[config.mk]
export PLATFORM = sky130hd
export DESIGN_NAME = uart_tx_drain_flat
export DESIGN_NICKNAME = d
export VERILOG_FILES = /design/src/rtl/uart_pkg.sv /design/src/rtl/uart_tx_drain_if.sv /design/src/rtl/uart_baud_tick.sv /design/src/rtl/uart_tx_drain.sv /design/src/flat_wrapper.sv
export SDC_FILE = /design/constraint.sdc
export NUM_CORES = 1
export LEC_CHECK = 0
export ABC_AREA = 0
export BUFFER_PORTS_ARGS = -buffer_cell sky130_fd_sc_hd__buf_2
export CAP_MARGIN = 5
export CORE_AREA = 2 2 71 124
export DETAILED_ROUTE_END_ITERATION = 16
export DIE_AREA = 0 0 73 126
export MAX_ROUTING_LAYER = met4
export PLACE_DENSITY = 0.52
export SETUP_SLACK_MARGIN = 0.5
export SLEW_MARGIN = 0
export SYNTH_ARGS = -nofsm -noshare
export SYNTH_HDL_FRONTEND = slang
export SYNTH_HIERARCHICAL = 1
export SYNTH_SLANG_ARGS = --single-unit
[constraint.sdc]
create_clock -name clk -period 3.3 [get_ports clk]
set_input_delay 0.165 -clock clk [delete_from_list [all_inputs] [get_ports clk]]
set_output_delay 0.165 -clock clk [all_outputs]
set_load 0.01 [all_outputs]
[src/rtl/uart_pkg.sv]
// Shared definitions for the UART transmit drain: FSM encodings and line levels.
package uart_pkg;

    typedef enum logic [1:0] {
        ST_IDLE  = 2'd0,
        ST_START = 2'd1,
        ST_DATA  = 2'd2,
        ST_STOP  = 2'd3
    } uart_state_e;

    localparam logic UART_IDLE_LEVEL = 1'b1;
    localparam logic START_LEVEL     = 1'b0;

endpackage

[src/rtl/uart_tx_drain_if.sv]
// Show-ahead fifo read port between the TX fifo (master) and the drain stage (slave).
interface uart_tx_drain_if #(
    parameter int DATA_WIDTH = 8
);
    logic [DATA_WIDTH-1:0] fifo_dout;
    logic                  fifo_empty;
    logic                  fifo_pop;

    modport master (output fifo_dout, output fifo_empty, input fifo_pop);
    modport slave  (input fifo_dout, input fifo_empty, output fifo_pop);
endinterface

[src/rtl/uart_baud_tick.sv]
// Bit-period timer: counts 0..div_q and ticks on the terminal count.
module uart_baud_tick #(
    parameter int DIV_WIDTH = 16
) (
    input  logic                 clk,
    input  logic                 resetn,
    input  logic                 clear,
    input  logic [DIV_WIDTH-1:0] div_q,
    output logic                 tick
);

    logic [DIV_WIDTH-1:0] cnt_q;

    assign tick = (cnt_q == div_q);

    // Restarting on every tick keeps the count bounded by div_q.
    always_ff @(posedge clk) begin
        if (!resetn) begin
            cnt_q <= '0;
        end else if (clear || tick) begin
            cnt_q <= '0;
        end else begin
            cnt_q <= cnt_q + 1'b1;
        end
    end

endmodule

[src/rtl/uart_tx_drain.sv]
// Drains bytes from the TX fifo and serialises them as 8N1/8N2 on tx.
//
//  state    | meaning
//  ---------+-----------------------------------------------------------
//  ST_IDLE  | line high; pops and loads the head byte when fifo non-empty
//  ST_START | start bit (low) for one bit period
//  ST_DATA  | DATA_WIDTH data bits, LSB first
//  ST_STOP  | STOP_BITS stop bits (high), then back to idle
module uart_tx_drain
    import uart_pkg::*;
#(
    parameter int DATA_WIDTH = 8,
    parameter int DIV_WIDTH  = 16,
    parameter int STOP_BITS  = 1
) (
    input  logic                 clk,
    input  logic                 resetn,
    uart_tx_drain_if.slave       fifo,
    input  logic [DIV_WIDTH-1:0] div,
    output logic                 tx,
    output logic                 busy
);

    localparam int BCW = $clog2(DATA_WIDTH + 1);
    localparam logic [BCW-1:0] LAST_DATA = BCW'(DATA_WIDTH - 1);
    localparam logic [BCW-1:0] LAST_STOP = BCW'(STOP_BITS - 1);

    uart_state_e           state_q;
    logic [DATA_WIDTH-1:0] shreg_q;
    logic [DIV_WIDTH-1:0]  div_q;
    logic [BCW-1:0]        bit_cnt_q;
    logic                  tx_q;
    logic                  busy_q;
    logic                  pop;
    logic                  tick;

    assign pop           = (state_q == ST_IDLE) & ~fifo.fifo_empty & resetn;
    assign fifo.fifo_pop = pop;
    assign tx            = tx_q;
    assign busy          = busy_q;

    // Cleared on the pop edge so the start bit always lasts a full period.
    uart_baud_tick #(
        .DIV_WIDTH (DIV_WIDTH)
    ) u_baud (
        .clk    (clk),
        .resetn (resetn),
        .clear  (pop),
        .div_q  (div_q),
        .tick   (tick)
    );

    always_ff @(posedge clk) begin
        if (!resetn) begin
            state_q   <= ST_IDLE;
            shreg_q   <= '0;
            div_q     <= '0;
            bit_cnt_q <= '0;
            tx_q      <= UART_IDLE_LEVEL;
            busy_q    <= 1'b0;
        end else begin
            case (state_q)
                ST_IDLE: begin
                    tx_q <= UART_IDLE_LEVEL;
                    if (!fifo.fifo_empty) begin
                        shreg_q   <= fifo.fifo_dout;
                        div_q     <= div;
                        bit_cnt_q <= '0;
                        tx_q      <= START_LEVEL;
                        busy_q    <= 1'b1;
                        state_q   <= ST_START;
                    end
                end
                ST_START: begin
                    if (tick) begin
                        tx_q      <= shreg_q[0];
                        shreg_q   <= {1'b0, shreg_q[DATA_WIDTH-1:1]};
                        bit_cnt_q <= '0;
                        state_q   <= ST_DATA;
                    end
                end
                ST_DATA: begin
                    if (tick) begin
                        if (bit_cnt_q == LAST_DATA) begin
                            tx_q      <= UART_IDLE_LEVEL;
                            bit_cnt_q <= '0;
                            state_q   <= ST_STOP;
                        end else begin
                            tx_q      <= shreg_q[0];
                            shreg_q   <= {1'b0, shreg_q[DATA_WIDTH-1:1]};
                            bit_cnt_q <= bit_cnt_q + 1'b1;
                        end
                    end
                end
                ST_STOP: begin
                    if (tick) begin
                        if (bit_cnt_q == LAST_STOP) begin
                            busy_q    <= 1'b0;
                            bit_cnt_q <= '0;
                            state_q   <= ST_IDLE;
                        end else begin
                            bit_cnt_q <= bit_cnt_q + 1'b1;
                        end
                    end
                end
                default: begin
                    tx_q    <= UART_IDLE_LEVEL;
                    busy_q  <= 1'b0;
                    state_q <= ST_IDLE;
                end
            endcase
        end
    end

endmodule

[src/flat_wrapper.sv]
// flat-port wrapper written by rule: the top's interface ports become plain ports
module uart_tx_drain_flat import uart_pkg::*;
#(
    parameter int DATA_WIDTH = 8,
    parameter int DIV_WIDTH  = 16,
    parameter int STOP_BITS  = 1
)
  (clk, resetn, div, tx, busy, fifo_fifo_dout, fifo_fifo_empty, fifo_fifo_pop);
  uart_tx_drain_if #(.DATA_WIDTH(DATA_WIDTH)) fifo_i ();
  input  logic clk;
  input  logic resetn;
  input  logic [DIV_WIDTH-1:0] div;
  output logic tx;
  output logic busy;
  input wire logic [$bits(fifo_i.fifo_dout)-1:0] fifo_fifo_dout;
  input wire logic [$bits(fifo_i.fifo_empty)-1:0] fifo_fifo_empty;
  output wire logic [$bits(fifo_i.fifo_pop)-1:0] fifo_fifo_pop;
  assign fifo_i.fifo_dout = fifo_fifo_dout;
  assign fifo_i.fifo_empty = fifo_fifo_empty;
  assign fifo_fifo_pop = fifo_i.fifo_pop;
  uart_tx_drain #(.DATA_WIDTH(DATA_WIDTH), .DIV_WIDTH(DIV_WIDTH), .STOP_BITS(STOP_BITS)) u_core (.clk(clk), .resetn(resetn), .fifo(fifo_i), .div(div), .tx(tx), .busy(busy));
endmodule
==> results.json, run 1 <==
{
  "worstPathRequired_ps": 3510,
  "grt_pass1_wl_mm": 9.04,
  "relSlewSlack_pct": 16.0,
  "antenna_left": 0,
  "clk_latency_ps": 290,
  "cap_violations": 0,
  "cts_tree": "done",
  "syn_inst": 275,
  "syn2layout_area_growth_pct": 16.1,
  "clockBufferDepth": 2,
  "yosys-top-cells-area": "dfxtp_1 40%, xnor2_1 9.9%, nand2_1 7.1%, nor3_1 4.2%, a21oi_1 4.0%",
  "cp_slowest_cell": "dfxtp_1",
  "io_pins": 30,
  "synth-async-reset-ratio_pct": 0,
  "routedWlPerCell_um": 13.7,
  "core_area_mm2": 0.00820,
  "grt_util_all_layers_pct": 13.1,
  "tightest_slew_ps": 1240,
  "final_cell_mix": "48 x dfxtp_1, 45 x nand2_1, 29 x buf_2, 27 x xnor2_1, 20 x nor3_1",
  "root_buffer": "clkbuf_16",
  "yosysWarnings": 6,
  "die_h_um": 126,
  "post-route-period-util_pct": 71.0,
  "numPlacedInstances": 385,
  "end_kind": "flip-flop",
  "dpl.hpwl_mm": 4.10,
  "post_cts_resized": 0,
  "r2r_slack_ps": 960,
  "via_per_inst": 4.97,
  "dieArea_mm2": 0.00920,
  "clock_sinks": 48,
  "place.gp.congestion": 0.851,
  "critPathMaxFanout": 16,
  "post_cts_buffers": 0,
  "first_global_vias": 1912,
  "antenna_cells": 0,
  "vias": 1953,
  "hold_viol_final": 0,
  "start_kind": "flip-flop",
  "layout_commonest_cell": "dfxtp_1",
  "chipWidth_um": 73,
  "port_buffers": 29,
  "ys_seq_area_share_pct": 40.2,
  "p_per_area_mw_per_mm2": 765,
  "grt_max_degree": 30,
  "leakage_nw": 1.00,
  "htreeDepth": 2,
  "first_pass_iters": 4,
  "synth_edf_count": 0,
  "drc": 0,
  "finalCriticalPeriod_ps": 2340,
  "setup-tns-final_ps": 0,
  "antenna_found_initial": 0,
  "clk_pin_slew_ps": 70,
  "slew_violations": 0,
  "hold_path.class": "in2reg",
  "cp_slowest_stage_delay_ps": 480,
  "wl_mm": 5.38,
  "avgSynthCellArea_um2": 8.69,
  "path_cells": "xnor2_1 > nand4_1 > nor4_4 > o21ai_0 > a222oi_1 > buf_4 > nor2_1 > a211oi_1",
  "fill_cells": 838,
  "finalNonFillerCells": 393,
  "drt_iter0_drc": 23,
  "rsz0062_at_grt": "false",
  "initial_core_util_pct": 29.1,
  "layout.nets": 334,
  "register_area_um2": 961,
  "path_class": "reg2reg",
  "cp_top_family": "compound AO/OA/AOI/OAI gates",
  "cts_buffers": 5,
  "yosysTopAreaCell": "dfxtp_1",
  "ys_ff_latch": 48,
  "synth_top_area_share_pct": 40.2,
  "synth.distinct_cells": 50,
  "outcome": "finished clean",
  "row_count": 44,
  "cp_num_buf_inv": 1,
  "synth_area_mm2": 0.00239,
  "synth_top_flop_cell": "dfxtp_1",
  "drive_above_1_share_pct": 16.6,
  "multi_input_area_mm2": 0.00132,
  "overflow": 0,
  "final-setup-viol-count": 0,
  "timing.fmax_mhz": 427,
  "postCtsHoldBufs": 0,
  "ir_drop_mv": 0.517,
  "syn_nets": 309,
  "skew_ps": 5.60,
  "arrival_ps": 2550
}
-- routing by layer --
metal / GRT usage, % / part of all wire, %
met2: 24.5 / 58
met5: - / 0
met4: 5.99 / 2.4
met1: 12.4 / 37
met3: 2.24 / 2.5
-- worst register-to-register path: stages (launching register included) --
cell and delay (ps):
dfxtp_1 480, xnor2_1 160, nand4_1 190, nor4_4 380, o21ai_0 190, a222oi_1 340
buf_4 260, nor2_1 60, a211oi_1 210
-- flip-flops by register name (all words and copies together), names as in the netlist --
signal	cells
u_core/bit_cnt_q	4
u_core/state_q	2
u_core/div_q	16
u_core/busy	1
u_core/u_baud/cnt_q	16
u_core/tx	1
u_core/shreg_q	8
-- power by group --
part / leakage (nW) / switching [W] / total, W / internal [W]
Sequential: 0.392 / 0.0000736 / 0.000753 / 0.000679
Combinational: 0.527 / 0.000462 / 0.000795 / 0.000333
Clock: 0.0808 / 0.000218 / 0.000575 / 0.000357
-- path summary, 6_finish.rpt --
kind	from	to	cells past startpoint
worst max-delay path	u_core/u_baud/cnt_q[2]	u_core/shreg_q[1]	8
worst min-delay path	div[7]	u_core/div_q[7]	3
worst max register to register	u_core/u_baud/cnt_q[2]	u_core/shreg_q[1]	8
worst min register to register	u_core/shreg_q[7]	u_core/shreg_q[7]	2
-- synthesized netlist by cell type (all sizes together), types with 3 or more instances --
library cell,number
nand4,8
or3,3
nand3,6
inv,10
mux2i,8
o21ai,4
nand2,46
a211oi,9
xnor2,27
a21oi,19
clkbuf,9
nor3,20
nor4,4
ha,7
dfxtp,48
buf,7
nor2,12
-- logic make-up (layout without fill, tap and decap cells) --
family / count (synthesis) / in the layout / share of synthesized area, %
adder cells (fa/ha/maj): 7 / 7 / 3.66
AND/OR/NAND/NOR: 112 / 112 / 24.8
XOR/XNOR: 29 / 29 / 10.6
AO/OA/AOI/OAI: 45 / 45 / 12.6
buffers and inverters: 26 / 52 / 4.76
flip-flops: 48 / 48 / 40.2
multiplexers: 8 / 8 / 3.35
-- stage by stage --
stage	instance area, um2	util [%]	worst slack (ps)	hold WS [ps]	total power (W)
global placement	2610	31.8	992	409	0.00156
detailed placement	2610	31.8	926	414	0.00157
finish	2780	33.8	956	109	0.00212
global route	2780	33.8	660	111	0.00227
CTS	2780	33.8	937	102	0.00216
floorplan	2390	-	550	301	0.00139
-- cell type report --
class | count | area share (%)
Clock buffer | 6 | 4.64
Clock inverter | 2 | 1.26
Inverter | 10 | 1.35
Multi-Input combinational cell | 201 | 47.4
Sequential cell | 48 | 34.6
Tap cell | 92 | 4.15
Timing Repair Buffer | 34 | 6.58
Note: power is estimated with default switching activity, not from simulation.
==> run 2: changes to the inputs <==
Clock period 3.3 ns to 2.25 ns, I/O delays scaled along.
==> run 2 against run 1 <==
Clock power is 35% higher. Register-to-register slack got worse by 870 ps. Sequential power grew 47%. Flip-flop and latch count unchanged. Maximum frequency rose by 8.1%. Clock-buffer cell count unchanged. Critical path depth rose by 4. Critical path type unchanged.
==> results.json, run 2 (same netlist as run 1, synthesis figures left out) <==
{
  "outcome": "finished clean",
  "worst_slack_ps": 81.9,
  "placed_cell_area_mm2": 0.00276,
  "skew_ps": 6.25,
  "worstPathRequired_ps": 2430,
  "ir_drop_mv": 1.28,
  "rsz0062_at_grt": "true",
  "critPathMaxFanout": 2,
  "row_count": 44,
  "first_global_vias": 2328,
  "antenna_left": 0,
  "io_pins": 30,
  "grt_pass1_wl_mm": 10.9,
  "arrival_ps": 2350,
  "largestRegisters": "u_core/div_q: 16 flops, u_core/u_baud/cnt_q: 16 flops, u_core/shreg_q: 8 flops",
  "post-route-period-util_pct": 96.4,
  "layout.nets": 374,
  "hold_viol_final": 0,
  "clock_sinks": 48,
  "place.gp.congestion": 0.862,
  "dieArea_mm2": 0.00920,
  "first_pass_iters": 4,
  "wl_mm": 6.76,
  "overflow": 0,
  "port_buffers": 29,
  "end_kind": "flip-flop",
  "htreeDepth": 2,
  "via_per_inst": 5.08,
  "vias": 2200,
  "start_kind": "flip-flop",
  "antenna_cells": 0,
  "drc": 0,
  "slew_violations": 0,
  "grt_max_degree": 30,
  "tightest_slew_ps": 540,
  "path_class": "reg2reg",
  "die_h_um": 126,
  "root_buffer": "clkbuf_16",
  "place_ws_ps": -81.6,
  "core_area_mm2": 0.00820,
  "antenna_found_initial": 0,
  "relSlewSlack_pct": 63.7,
  "leakage_nw": 1.29,
  "routedWlPerCell_um": 15.6,
  "clockBufferDepth": 2,
  "setup-tns-final_ps": 0,
  "fin_area_mm2": 0.00351,
  "clk_latency_ps": 290,
  "initial_core_util_pct": 29.1,
  "cap_violations": 0,
  "cts_buffers": 5,
  "grt_util_all_layers_pct": 15.7,
  "drive_above_1_share_pct": 44.9,
  "finalCriticalPeriod_ps": 2170,
  "chipWidth_um": 73,
  "dpl.hpwl_mm": 4.43,
  "timing.fmax_mhz": 461,
  "syn2layout_area_growth_pct": 46.8,
  "final_cell_mix": "43 x nand2_1, 29 x buf_2, 29 x dfxtp_1, 28 x buf_4, 20 x xnor2_1",
  "holdWs_ps": 46.7,
  "cts_tree": "done",
  "clk_pin_slew_ps": 70,
  "layout_commonest_cell": "nand2_1",
  "final-setup-viol-count": 0,
  "drt_iter0_drc": 38,
  "hold_path.class": "in2reg",
  "p_per_area_mw_per_mm2": 1150
}
==> run 2: critical path: stages, from the launching register on <==
cell and delay [ps]:
dfxtp_2 340, xnor2_2 170, nand4_1 210, nor4_4 380, o21ai_2 100, buf_4 150
buf_6 100, buf_6 100, buf_6 110, buf_6 110, nand2_4 50, o2111ai_2 110
o31a_1 120
==> run 2: through the flow <==
step	instances	total power [W]	utilization (%)
2_1_floorplan	275	0.00209	-
3_3_place_gp	399	0.00240	33.6
3_5_place_dp	399	0.00242	33.6
4_1_cts	427	0.00380	39.7
5_1_grt	433	0.00428	42.8
6_report	433	0.00404	42.8
==> run 2: layout make-up <==
cell class	count	area, um2
fillers	778	4690
multi-input cells	201	1630
flip-flops and latches	48	990
repair buffers	74	584
clock buffers	6	139
well taps	92	115
inverters	10	37.5
clock inverters	2	15.0
==> run 2: repair_timing <==
item,CTS,global route
setup buffers,18,6
resized for setup,46,47
hold endpoints to repair,0,0
pin swaps,23,25
setup endpoints to repair,18,32
cloned,2,0
hold buffers,0,0
==> run 2: path summary, 6_finish.rpt <==
kind | slack [ps] | to | cells after the start | start
max | 80 | u_core/tx | 12 | u_core/div_q[4]
min | 50 | u_core/div_q[12] | 3 | div[12]
min reg2reg | 460 | u_core/div_q[11] | 2 | u_core/div_q[11]
max reg2reg | 80 | u_core/tx | 12 | u_core/div_q[4]
==> run 2: metal layers <==
metal | routed length [um] | part of all wire, % | vias to the layer above | GRT usage (%)
li1 | - | - | 1091 | -
met3 | 140 | 2.1 | 14 | 2.24
met1 | 2460 | 36 | 1055 | 15.2
met4 | 178 | 2.6 | 0 | 7.41
met2 | 3980 | 59 | 40 | 29.4
met5 | 0 | 0 | - | -
==> run 2: power breakdown <==
part / internal (W) / total, W / switching, W
sequential: 0.00100 / 0.00111 / 0.000107
combinational: 0.00110 / 0.00215 / 0.00105
clock: 0.000442 / 0.000778 / 0.000336
